File: config.mk
export PLATFORM = sky130hd
export DESIGN_NAME = local_network_interface
export DESIGN_NICKNAME = d
export VERILOG_FILES = /design/src/rtl/local_network_interface_pkg.sv /design/src/rtl/ni_packet_fifo.sv /design/src/rtl/local_network_interface.sv
export SDC_FILE = /design/constraint.sdc
export NUM_CORES = 1
export LEC_CHECK = 0
export BUFFER_PORTS_ARGS = -buffer_cell sky130_fd_sc_hd__buf_2
export CAP_MARGIN = 20
export CORE_MARGIN = 5
export CORE_UTILIZATION = 57
export DETAILED_ROUTE_END_ITERATION = 7
export GPL_TIMING_DRIVEN = 1
export PLACE_DENSITY = 0.79
export SLEW_MARGIN = 25
export SYNTH_ARGS = -nofsm -noshare
export SYNTH_HDL_FRONTEND = slang
export SYNTH_SLANG_ARGS = --single-unit
File: constraint.sdc
create_clock -name clk -period 5.4 [get_ports clk]
set_clock_uncertainty 0.2 [all_clocks]
set_input_delay 0.27 -clock clk [delete_from_list [all_inputs] [get_ports clk]]
set_output_delay 0.27 -clock clk [all_outputs]
set_load 0.02 [all_outputs]
File: src/rtl/local_network_interface_pkg.sv
// Shared configuration and packet format for the local network interface.
package local_network_interface_pkg;

    localparam int unsigned NET_X  = 4;
    localparam int unsigned NET_Y  = 4;
    localparam int unsigned X_W    = $clog2(NET_X);
    localparam int unsigned Y_W    = $clog2(NET_Y);
    localparam int unsigned TS_W   = 16;
    localparam int unsigned DATA_W = 32;

    typedef struct packed {
        logic [X_W-1:0]    dest_x;
        logic [Y_W-1:0]    dest_y;
        logic [X_W-1:0]    src_x;
        logic [Y_W-1:0]    src_y;
        logic [TS_W-1:0]   timestamp;
        logic [DATA_W-1:0] data;
    } packet_t;

    // Unsigned 32-bit add that clamps at all-ones instead of wrapping.
    function automatic logic [31:0] sat_add32(input logic [31:0] a, input logic [TS_W-1:0] b);
        logic [32:0] sum;
        sum = {1'b0, a} + 33'(b);
        return sum[32] ? 32'hFFFF_FFFF : sum[31:0];
    endfunction

endpackage

File: src/rtl/ni_packet_fifo.sv
// Packet FIFO with occupancy count; pushes while full and pops while empty are ignored.
module ni_packet_fifo
    import local_network_interface_pkg::*;
#(
    parameter int unsigned DEPTH = 4
) (
    input  logic                       clk,
    input  logic                       reset,
    input  logic                       push,
    input  logic                       pop,
    input  packet_t                    din,
    output logic                       full,
    output logic                       empty,
    output logic [$clog2(DEPTH+1)-1:0] count,
    output packet_t                    head
);

    localparam int unsigned AW = $clog2(DEPTH);
    localparam int unsigned CW = $clog2(DEPTH + 1);

    packet_t        mem [DEPTH];
    logic [AW-1:0]  wr_q, rd_q;
    logic [CW-1:0]  cnt_q;
    logic           push_acc, pop_acc;

    assign full     = (cnt_q == CW'(DEPTH));
    assign empty    = (cnt_q == '0);
    assign count    = cnt_q;
    assign head     = mem[rd_q];
    assign push_acc = push & ~full;
    assign pop_acc  = pop & ~empty;

    // Storage array: no reset needed, validity is tracked by the pointers.
    always_ff @(posedge clk) begin
        if (push_acc) mem[wr_q] <= din;
    end

    // Pointers and occupancy; DEPTH is a power of two so pointers wrap naturally.
    always_ff @(posedge clk or posedge reset) begin
        if (reset) begin
            wr_q  <= '0;
            rd_q  <= '0;
            cnt_q <= '0;
        end else begin
            if (push_acc) wr_q <= wr_q + AW'(1);
            if (pop_acc)  rd_q <= rd_q + AW'(1);
            cnt_q <= cnt_q + CW'(push_acc) - CW'(pop_acc);
        end
    end

endmodule

File: src/rtl/local_network_interface.sv
// PE-side network interface on a router local port: injection/ejection queues and statistics.
module local_network_interface
    import local_network_interface_pkg::*;
#(
    parameter int unsigned X_LOC     = 0,
    parameter int unsigned Y_LOC     = 0,
    parameter int unsigned INJ_DEPTH = 4,
    parameter int unsigned EJ_DEPTH  = 4
) (
    input  logic              clk,
    input  logic              reset,
    input  logic              i_pe_req_val,
    input  logic [X_W-1:0]    i_pe_dest_x,
    input  logic [Y_W-1:0]    i_pe_dest_y,
    input  logic [DATA_W-1:0] i_pe_payload,
    output logic              o_pe_req_rdy,
    output packet_t           o_data,
    output logic              o_data_val,
    input  logic              i_en,
    input  packet_t           i_data,
    input  logic              i_data_val,
    output logic              o_en,
    output logic              o_pe_rx_val,
    output packet_t           o_pe_rx_packet,
    input  logic              i_pe_rx_rdy,
    output logic [31:0]       o_sent_count,
    output logic [31:0]       o_recv_count,
    output logic [31:0]       o_latency_sum,
    output logic [TS_W-1:0]   o_latency_max,
    output logic              o_err_misroute,
    output logic              o_err_overflow
);

    localparam int unsigned INJ_CW = $clog2(INJ_DEPTH + 1);
    localparam int unsigned EJ_CW  = $clog2(EJ_DEPTH + 1);

    logic [TS_W-1:0]   cyc_q;
    packet_t           inj_pkt;
    logic              inj_push, inj_full, inj_empty;
    logic [INJ_CW-1:0] inj_count;
    logic              ej_push, ej_pop, ej_full, ej_empty;
    logic [EJ_CW-1:0]  ej_count, ej_count_next;
    logic              en_d;
    logic [TS_W-1:0]   lat;
    logic              misrouted;
    logic              unused_inj_full;

    assign unused_inj_full = inj_full;

    // Injection: stamp source coordinates and the current cycle into the packet.
    assign o_pe_req_rdy = (inj_count < INJ_CW'(INJ_DEPTH));
    assign inj_push     = i_pe_req_val & o_pe_req_rdy;
    assign o_data_val   = ~inj_empty & i_en;

    always_comb begin
        inj_pkt           = '0;
        inj_pkt.dest_x    = i_pe_dest_x;
        inj_pkt.dest_y    = i_pe_dest_y;
        inj_pkt.src_x     = X_W'(X_LOC);
        inj_pkt.src_y     = Y_W'(Y_LOC);
        inj_pkt.timestamp = cyc_q;
        inj_pkt.data      = i_pe_payload;
    end

    ni_packet_fifo #(.DEPTH(INJ_DEPTH)) u_inj_fifo (
        .clk   (clk),
        .reset (reset),
        .push  (inj_push),
        .pop   (o_data_val),
        .din   (inj_pkt),
        .full  (inj_full),
        .empty (inj_empty),
        .count (inj_count),
        .head  (o_data)
    );

    // Ejection: a packet arriving while full is dropped, not queued.
    assign ej_push     = i_data_val & ~ej_full;
    assign ej_pop      = ~ej_empty & i_pe_rx_rdy;
    assign o_pe_rx_val = ~ej_empty;

    ni_packet_fifo #(.DEPTH(EJ_DEPTH)) u_ej_fifo (
        .clk   (clk),
        .reset (reset),
        .push  (i_data_val),
        .pop   (i_pe_rx_rdy),
        .din   (i_data),
        .full  (ej_full),
        .empty (ej_empty),
        .count (ej_count),
        .head  (o_pe_rx_packet)
    );

    // Router enable reflects room in the ejection queue after this edge's traffic.
    always_comb begin
        ej_count_next = ej_count + EJ_CW'(ej_push) - EJ_CW'(ej_pop);
        en_d          = (ej_count_next < EJ_CW'(EJ_DEPTH));
    end

    assign lat       = cyc_q - i_data.timestamp;
    assign misrouted = (i_data.dest_x != X_W'(X_LOC)) || (i_data.dest_y != Y_W'(Y_LOC));

    // Cycle counter, flow-control register, statistics and sticky error flags.
    always_ff @(posedge clk or posedge reset) begin
        if (reset) begin
            cyc_q          <= '0;
            o_en           <= 1'b0;
            o_sent_count   <= '0;
            o_recv_count   <= '0;
            o_latency_sum  <= '0;
            o_latency_max  <= '0;
            o_err_misroute <= 1'b0;
            o_err_overflow <= 1'b0;
        end else begin
            cyc_q <= cyc_q + TS_W'(1);
            o_en  <= en_d;
            if (o_data_val) o_sent_count <= o_sent_count + 32'd1;
            if (i_data_val && ej_full) o_err_overflow <= 1'b1;
            if (ej_push) begin
                o_recv_count  <= o_recv_count + 32'd1;
                o_latency_sum <= sat_add32(o_latency_sum, lat);
                if (lat > o_latency_max) o_latency_max <= lat;
                if (misrouted) o_err_misroute <= 1'b1;
            end
        end
    end

endmodule

==> run metrics, run 1 <==
Post-Syn Area 0.02360 mm2; drt first pass iters 5; Req. time, crit path 5.66 ns; Setup crit start cyc_q[0]$_DFF_PP0_; combinational share of power 0.327; setup_tns 0 ns; Final Hold Fails 0; Clk pwr share 0.260; Iter 0 DRT Violations 881; DR WL/cell 21.31 um; startpoint types flop; Inserted Clock Buffers 55; Clk pin slew, worst setup/hold paths 0.06 ns; Post-DP HPWL 32.95 mm; Async S/R FF share, synth 0.2513; met3 WL post-DR 3.506 mm; Setup violations, final 0; status finished clean; CP Class reg -> reg; Seq pwr share 0.413; Max Buffers Root-to-Sink 3; Cell Rows 74; Synth area leader edfxtp_1; NetSw 5.073 mW; worst vdd ir 0.0002930 V; Fmax achieved 198.3 MHz; Reg2Reg Setup Slack 0.36 ns; final core occ 0.6999; Period minus WS final 5.044 ns; crit-path max FO 11; Detail Route Antenna Nets 0; top cell type's share of synthesized area 0.5498; Synth cell types 55; Static Leak 11.30 nW; Worst-Skew Late Latency 0.60 ns; Tightest Pin Transition 1.033 ns; GRT overflow 0; Post-layout nets 1967; Placer Congestion 0.9091; Min-Delay Path Class in -> async; H-tree level count 2; Reg2Reg Depth 19; wire length on met2 25.34 mm; drt drc 0; Power Dens Cells 526.1 mW/mm2; initial antenna violation count 0; first-pass GRT wire length 79.41 mm; TritonCTS clock tree done; Die Wd 213.5 um; M1 wire length 20.64 mm; placed instance area 0.02583 mm2; largest net degree at the start of global routing 98; clk sinks 577; gr usage total 0.2245; Mean Syn Cell Area 17.44 um2; P_int 9.995 mW; Starting Density 0.5766; port bufs 323; synthesized instance count 1353; Area growth syn-to-layout 21.39%; RSZ-0062 raised after global routing false; Core Region 0.04092 mm2; n_diodes 0; Ys Warns 0; worst r2r dst o_latency_max[0]$_DFFE_PP0P_; max-slew violation count 0; EDFF count, synth 432; Yosys reg bits 577; root buffer cell clkbuf_16; Die Area 0.04557 mm2; Reg-to-Reg Start cyc_q[0]$_DFF_PP0_; I/O pins 328; ratio of cells with drive above 1 in the final layout 0.3072; fin crit share 0.9340; Critical Path AT 5.31 ns; Die Ht 213.5 um; fillers 2679; Detailed Route WL 50.74 mm; Max-cap violations 0; top cells by area, synth edfxtp_1 55%, dfrtp_1 15%, mux4_2 10%; dpl ws 0.4708 ns; predominant post-synthesis flop cell edfxtp_1; highest routed layer met4; final instance area 0.02864 mm2; slew margin rel. 0.3049; via/cell ratio 5.627; sequential area share after synthesis 0.7035; via count 13400; vias in the first global route 14060; CP Capture Type flop; post-route setup slack 0.3562 ns; switching share of total power 0.3367
-- how the worst max path moves through the flow --
| stage | cells after the start | endpoint | slack [ns] |
|---|---|---|---|
| finish | 19 | o_latency_max[0]$_DFFE_PP0P_ | 0.36 |
| CTS | 19 | o_latency_max[5]$_DFFE_PP0P_ | 0.42 |
| global placement | 17 | o_latency_sum[13]$_DFFE_PP0P_ | 0.63 |
| global route | 19 | o_latency_max[0]$_DFFE_PP0P_ | 0.05 |
| floorplan | 20 | o_latency_max[0]$_DFFE_PP0P_ | 0.97 |
| detailed placement | 19 | o_latency_max[7]$_DFFE_PP0P_ | 0.47 |
-- power by group through the flow --
stage / logic (mW) / clock network, mW / registers [mW]
6_report: 4.93 / 3.91 / 6.23
5_1_grt: 5.32 / 4.21 / 6.34
4_1_cts: 4.99 / 3.99 / 6.24
3_5_place_dp: 4.90 / 0 / 6.31
3_3_place_gp: 4.86 / 0 / 6.26
2_1_floorplan: 3.31 / 0 / 6.26
-- repair_timing --
item / in CTS / in global routing
endpoints found under the setup margin: 0 / 0
hold buffers: 97 / 0
endpoints found under the hold margin: 473 / 0
buffers inserted: 0 / 0
resized for setup: 0 / 0
-- kinds of logic after synthesis --
family	count (synthesis)	synth area share
AOI/OAI and AO/OA	125	0.03590
buffers and inverters	96	0.01670
other	1	0.0001589
muxes	129	0.1131
and+or+nand+nor	245	0.05202
DFF	577	0.7035
xor gates and xnor gates	114	0.04231
adders and majority gates	66	0.03627
-- state kept, by name, summed over array words and instances, names as in the netlist --
| register | flops |
|---|---|
| o_err_overflow | 1 |
| cyc_q | 16 |
| o_recv_count | 32 |
| u_inj_fifo.rd_q | 2 |
| o_latency_max | 16 |
| u_ej_fifo.count | 3 |
| o_en | 1 |
| o_latency_sum | 32 |
| u_ej_fifo.wr_q | 2 |
| u_inj_fifo.mem | 208 |
| o_err_misroute | 1 |
| u_ej_fifo.rd_q | 2 |
| o_sent_count | 32 |
| u_ej_fifo.mem | 224 |
| u_inj_fifo.wr_q | 2 |
| u_inj_fifo.count | 3 |
-- cells in the mapped netlist (all sizes together) (10+ instances only) --
cell type and count:
edfxtp 432, nand4 14, dfrtp 145, nand3 43, o22a 10, nor3 11
nor2 39, a21o 20, buf 25, ha 62, inv 51, clkbuf 20
xor2 30, a21oi 27, mux4 108, xnor2 84, o21ai 16, and2 15
and3 31, nand2 65, mux2 21, a31oi 23
-- final cells by class --
| cell class | count | area [um2] | area share |
|---|---|---|---|
| multi-input cells | 683 | 6624 | 0.2312 |
| flip-flops and latches | 577 | 16610 | 0.5799 |
| well taps | 532 | 665.6 | 0.02324 |
| clock buffers | 71 | 1478 | 0.05159 |
| repair buffers | 435 | 2700 | 0.09426 |
| inverters | 51 | 196.4 | 0.006858 |
| clock inverters | 32 | 369.1 | 0.01289 |
-- critical path, cell delays in order (launching register included) --
cell,delay (ns)
dfrtp_1,0.48
inv_1,0.12
ha_1,0.17
inv_1,0.05
fa_1,0.39
a21o_1,0.19
a221oi_2,0.31
o21ai_1,0.16
a21o_1,0.23
a211oi_1,0.31
xnor2_1,0.25
ha_1,0.32
and3_1,0.20
nand4_1,0.14
a211oi_1,0.06
a2111oi_0,0.39
o21ai_0,0.18
o311a_1,0.24
buf_4,0.23
mux2_2,0.28
-- layout by cell type, fill, tap and decap left out, types with 5 or more instances in the layout --
master / Yosys / routed
a211oi_1: 5 / 5
a21o_1: 20 / 20
a21oi_1: 27 / 27
a31oi_1: 23 / 23
and2_1: 14 / 6
and2_2: 0 / 7
and3_1: 31 / 31
buf_2: 9 / 323
buf_4: 4 / 15
bufinv_16: 0 / 8
clkbuf_1: 20 / 13
clkbuf_16: 0 / 56
clkinv_1: 0 / 9
clkinv_2: 0 / 11
dfrtp_1: 145 / 141
dlygate4sd3_1: 0 / 97
edfxtp_1: 432 / 432
ha_1: 62 / 62
inv_1: 51 / 50
mux2_2: 21 / 21
mux4_2: 108 / 108
nand2_1: 64 / 64
nand3_1: 43 / 43
nand4_1: 13 / 13
nor2_1: 39 / 39
nor2b_1: 6 / 6
nor3_1: 11 / 11
nor4_1: 6 / 6
o21a_1: 5 / 5
o21ai_0: 14 / 14
o22a_1: 10 / 10
xnor2_1: 84 / 84
xor2_1: 30 / 30
-- stage by stage --
step           total power [mW]  hold WS, ns  instances
2_1_floorplan             9.566       0.1689       1356
3_3_place_gp              11.12       0.2360       2181
3_5_place_dp              11.21       0.2393       2181
4_1_cts                   15.21       0.1870       2381
5_1_grt                   15.86       0.1978       2381
6_report                  15.07       0.1947       2381
-- layer usage --
layer  track usage  vias up
met5             0        -
met4       0.06031        0
met3       0.05706       82
met2        0.3684      431
met1        0.3065     6746
li1              -     6139
Power figures use the tool's default switching activity.
==> run 2: changes to the inputs <==
--- a/config.mk
+++ b/config.mk
@@ -5,7 +5,7 @@
 export SDC_FILE = /design/constraint.sdc
 export NUM_CORES = 1
 export LEC_CHECK = 0
-export BUFFER_PORTS_ARGS = -buffer_cell sky130_fd_sc_hd__buf_2
+export BUFFER_PORTS_ARGS = -buffer_cell sky130_fd_sc_hd__buf_4
 export CAP_MARGIN = 20
 export CORE_MARGIN = 5
 export CORE_UTILIZATION = 57
==> run 2 against run 1 <==
Global-route usage increased by 0.14 points. Cell area increased by 2.8%. Maximum frequency increased by 1.1%. Cell count about the same. Core utilization increased by 2.0 points. Via count increased by 0.52%. Sequential cell count unchanged. Sequential share of layout area decreased by 1.6 points. Critical path type unchanged. Largest cell class unchanged. Largest power group unchanged. Highest routed layer unchanged.
==> run metrics, run 2 (same netlist as run 1, synthesis figures left out) <==
Slowest Stage Delay on Critical Path 0.47 ns (was 0.48 ns); final instance area 0.02945 mm2 (was 0.02864 mm2); crit-path cells inv_1 -> ha_1 -> inv_1 -> fa_1 -> a21o_1 -> a221oi_2 -> o21ai_1 -> a21o_1 -> a211oi_1 -> xnor2_1 -> ha_1 -> and3_1 -> nand4_1 -> a211oi_1 -> a2111oi_0 -> o21ai_0 -> o311a_1 -> buf_4 -> mux2_2 (unchanged); via count 13470 (was 13400); Power Dens Cells 525.8 mW/mm2 (was 526.1 mW/mm2); Worst Path Buf+Inv 3 (unchanged); Final Hold Fails 0 (unchanged); Max Buffers Root-to-Sink 3 (unchanged); Static Leak 11.52 nW (was 11.30 nW); Fmax achieved 200.4 MHz (was 198.3 MHz); fin crit share 0.9239 (was 0.9340); Tightest Pin Transition 0.9204 ns (was 1.033 ns); final core occ 0.7196 (was 0.6999); Inserted Clock Buffers 55 (unchanged); fin cells 2383 (was 2381); crit-path max FO 10 (was 11); Clk pin slew, worst setup/hold paths 0.06 ns (about the same); Period minus WS final 4.989 ns (was 5.044 ns); Placer Congestion 0.9149 (was 0.9091); Area growth syn-to-layout 24.81% (was 21.39%); ratio of cells with drive above 1 in the final layout 0.3067 (was 0.3072); Detail Route Antenna Nets 0 (unchanged); CP Capture Type flop (unchanged); vias in the first global route 14200 (was 14060); Cell Rows 74 (unchanged); Post-layout nets 1969 (was 1967); first-pass GRT wire length 79.95 mm (was 79.41 mm); Detailed Route WL 51.13 mm (was 50.74 mm); Critical-path top delay cell dfrtp_1 (unchanged); Largest regs u_ej_fifo.mem: 224 flops, u_inj_fifo.mem: 208 flops (unchanged); RSZ-0062 raised after global routing false (unchanged); CP Class reg -> reg (unchanged); Starting Density 0.5766 (unchanged); Worst-Skew Late Latency 0.61 ns (was 0.60 ns); slew margin rel. 0.3808 (was 0.3049); status finished clean (unchanged); clk sinks 577 (unchanged); Die Area 0.04557 mm2 (unchanged); Post-DP HPWL 33.36 mm (was 32.95 mm); largest net degree at the start of global routing 74 (was 98); Min-Delay Path Class in -> async (unchanged); setup_tns 0 ns (unchanged); Max-cap violations 0 (unchanged); Req. time, crit path 5.68 ns (was 5.66 ns); DR WL/cell 21.46 um (was 21.31 um); Biggest register u_ej_fifo.mem (unchanged); initial antenna violation count 1 (was 0); TritonCTS clock tree done (unchanged); port bufs 323 (unchanged); GRT overflow 0 (unchanged); startpoint types flop (unchanged); CP top delay family compound AO/OA/AOI/OAI gates (unchanged); drt drc 0 (unchanged); max FFs per register 224 (unchanged); H-tree level count 2 (unchanged); gr usage total 0.2259 (was 0.2245); dpl cells 2183 (was 2181); drt first pass iters 7 (was 5); max-slew violation count 0 (unchanged); Critical Path AT 5.27 ns (was 5.31 ns); Iter 0 DRT Violations 988 (was 881); Die Ht 213.5 um (unchanged); worst vdd ir 0.0003072 V (was 0.0002930 V); placed instance area 0.02665 mm2 (was 0.02583 mm2); Pwr Total 15.48 mW (was 15.07 mW); I/O pins 328 (unchanged); Die Wd 213.5 um (unchanged); Setup violations, final 0 (unchanged); setup bufs post-CTS 0 (unchanged); most common cell after layout, fill and taps aside edfxtp_1 (unchanged); most frequent cells in the layout 432 x edfxtp_1, 340 x buf_4, 141 x dfrtp_1, 108 x mux4_2, 97 x dlygate4sd3_1 (was 432 x edfxtp_1, 323 x buf_2, 141 x dfrtp_1, 108 x mux4_2, 97 x dlygate4sd3_1); root buffer cell clkbuf_16 (unchanged); Core Region 0.04092 mm2 (unchanged); via/cell ratio 5.652 (was 5.627)
==> run 2: cell count changes in the layout (fill, tap and decap cells not counted), sizes merged <==
cell and delta:
bufinv -2, diode +2, clkbuf +7, clkinv -7, buf +2
==> run 2: timing repair <==
item	CTS	global route
endpoints found under the hold margin	450	0
endpoints found under the setup margin	0	10
gates resized for setup	0	1
hold buffers	97	0
==> run 2: metrics by stage <==
step / setup slack, ns / hold slack [ns]
after CTS: 0.3750 / 0.1358
final: 0.4110 / 0.1285
after global routing: 0.07080 / 0.1681
after detailed placement: 0.4145 / 0.2152
after global placement: 0.6360 / 0.2194
after floorplan: 0.9690 / 0.1689
==> run 2: cell type report <==
cell class	count	area [um2]
Timing Repair Buffer	437	3523
Clock buffer	78	1518
Multi-Input combinational cell	683	6628
Tap cell	532	665.6
Inverter	51	196.4
Antenna cell	2	5.005
Sequential cell	577	16610
Fill cell	2552	11470
Clock inverter	23	302.8
==> run 2: power by group <==
part           leakage, nW  switching (mW)  internal [mW]
combinational         4.84            2.93           2.45
sequential            5.80           0.597           5.65
clock                0.881            1.61           2.25
==> run 2: final timing paths <==
kind | depth (start not counted) | slack [ns] | end | start
hold / removal | 3 | 0.13 | o_sent_count[6]$_DFFE_PP0P_ | reset
setup / recovery | 19 | 0.41 | o_latency_max[8]$_DFFE_PP0P_ | cyc_q[0]$_DFF_PP0_
hold reg to reg | 1 | 0.26 | o_err_overflow$_DFFE_PP0P_ | o_err_overflow$_DFFE_PP0P_
setup reg to reg | 19 | 0.41 | o_latency_max[8]$_DFFE_PP0P_ | cyc_q[0]$_DFF_PP0_
min in group clk | 2 | 0.21 | u_inj_fifo.mem[1][29]$_DFFE_PP_ | i_pe_payload[29]
max in group asynchronous | 4 | 3.87 | u_ej_fifo.rd_q[0]$_DFFE_PP0P_ | reset
==> run 2: metal layers <==
layer | global-route usage | part of all wire
met5 | 0 | 0
met3 | 0.05677 | 0.070
met1 | 0.3075 | 0.40
met4 | 0.06469 | 0.028
met2 | 0.3703 | 0.50
==> run 2: worst reg2reg max path, cell delays in order (launching register included) <==
cell and delay [ns]:
dfrtp_1 0.47, inv_1 0.11, ha_1 0.17, inv_1 0.05, fa_1 0.39, a21o_1 0.20
a221oi_2 0.31, o21ai_1 0.16, a21o_1 0.24, a211oi_1 0.25, xnor2_1 0.19, ha_1 0.32
and3_1 0.18, nand4_1 0.15, a211oi_1 0.24, a2111oi_0 0.09, o21ai_0 0.09, o311a_1 0.44
buf_4 0.26, mux2_2 0.35
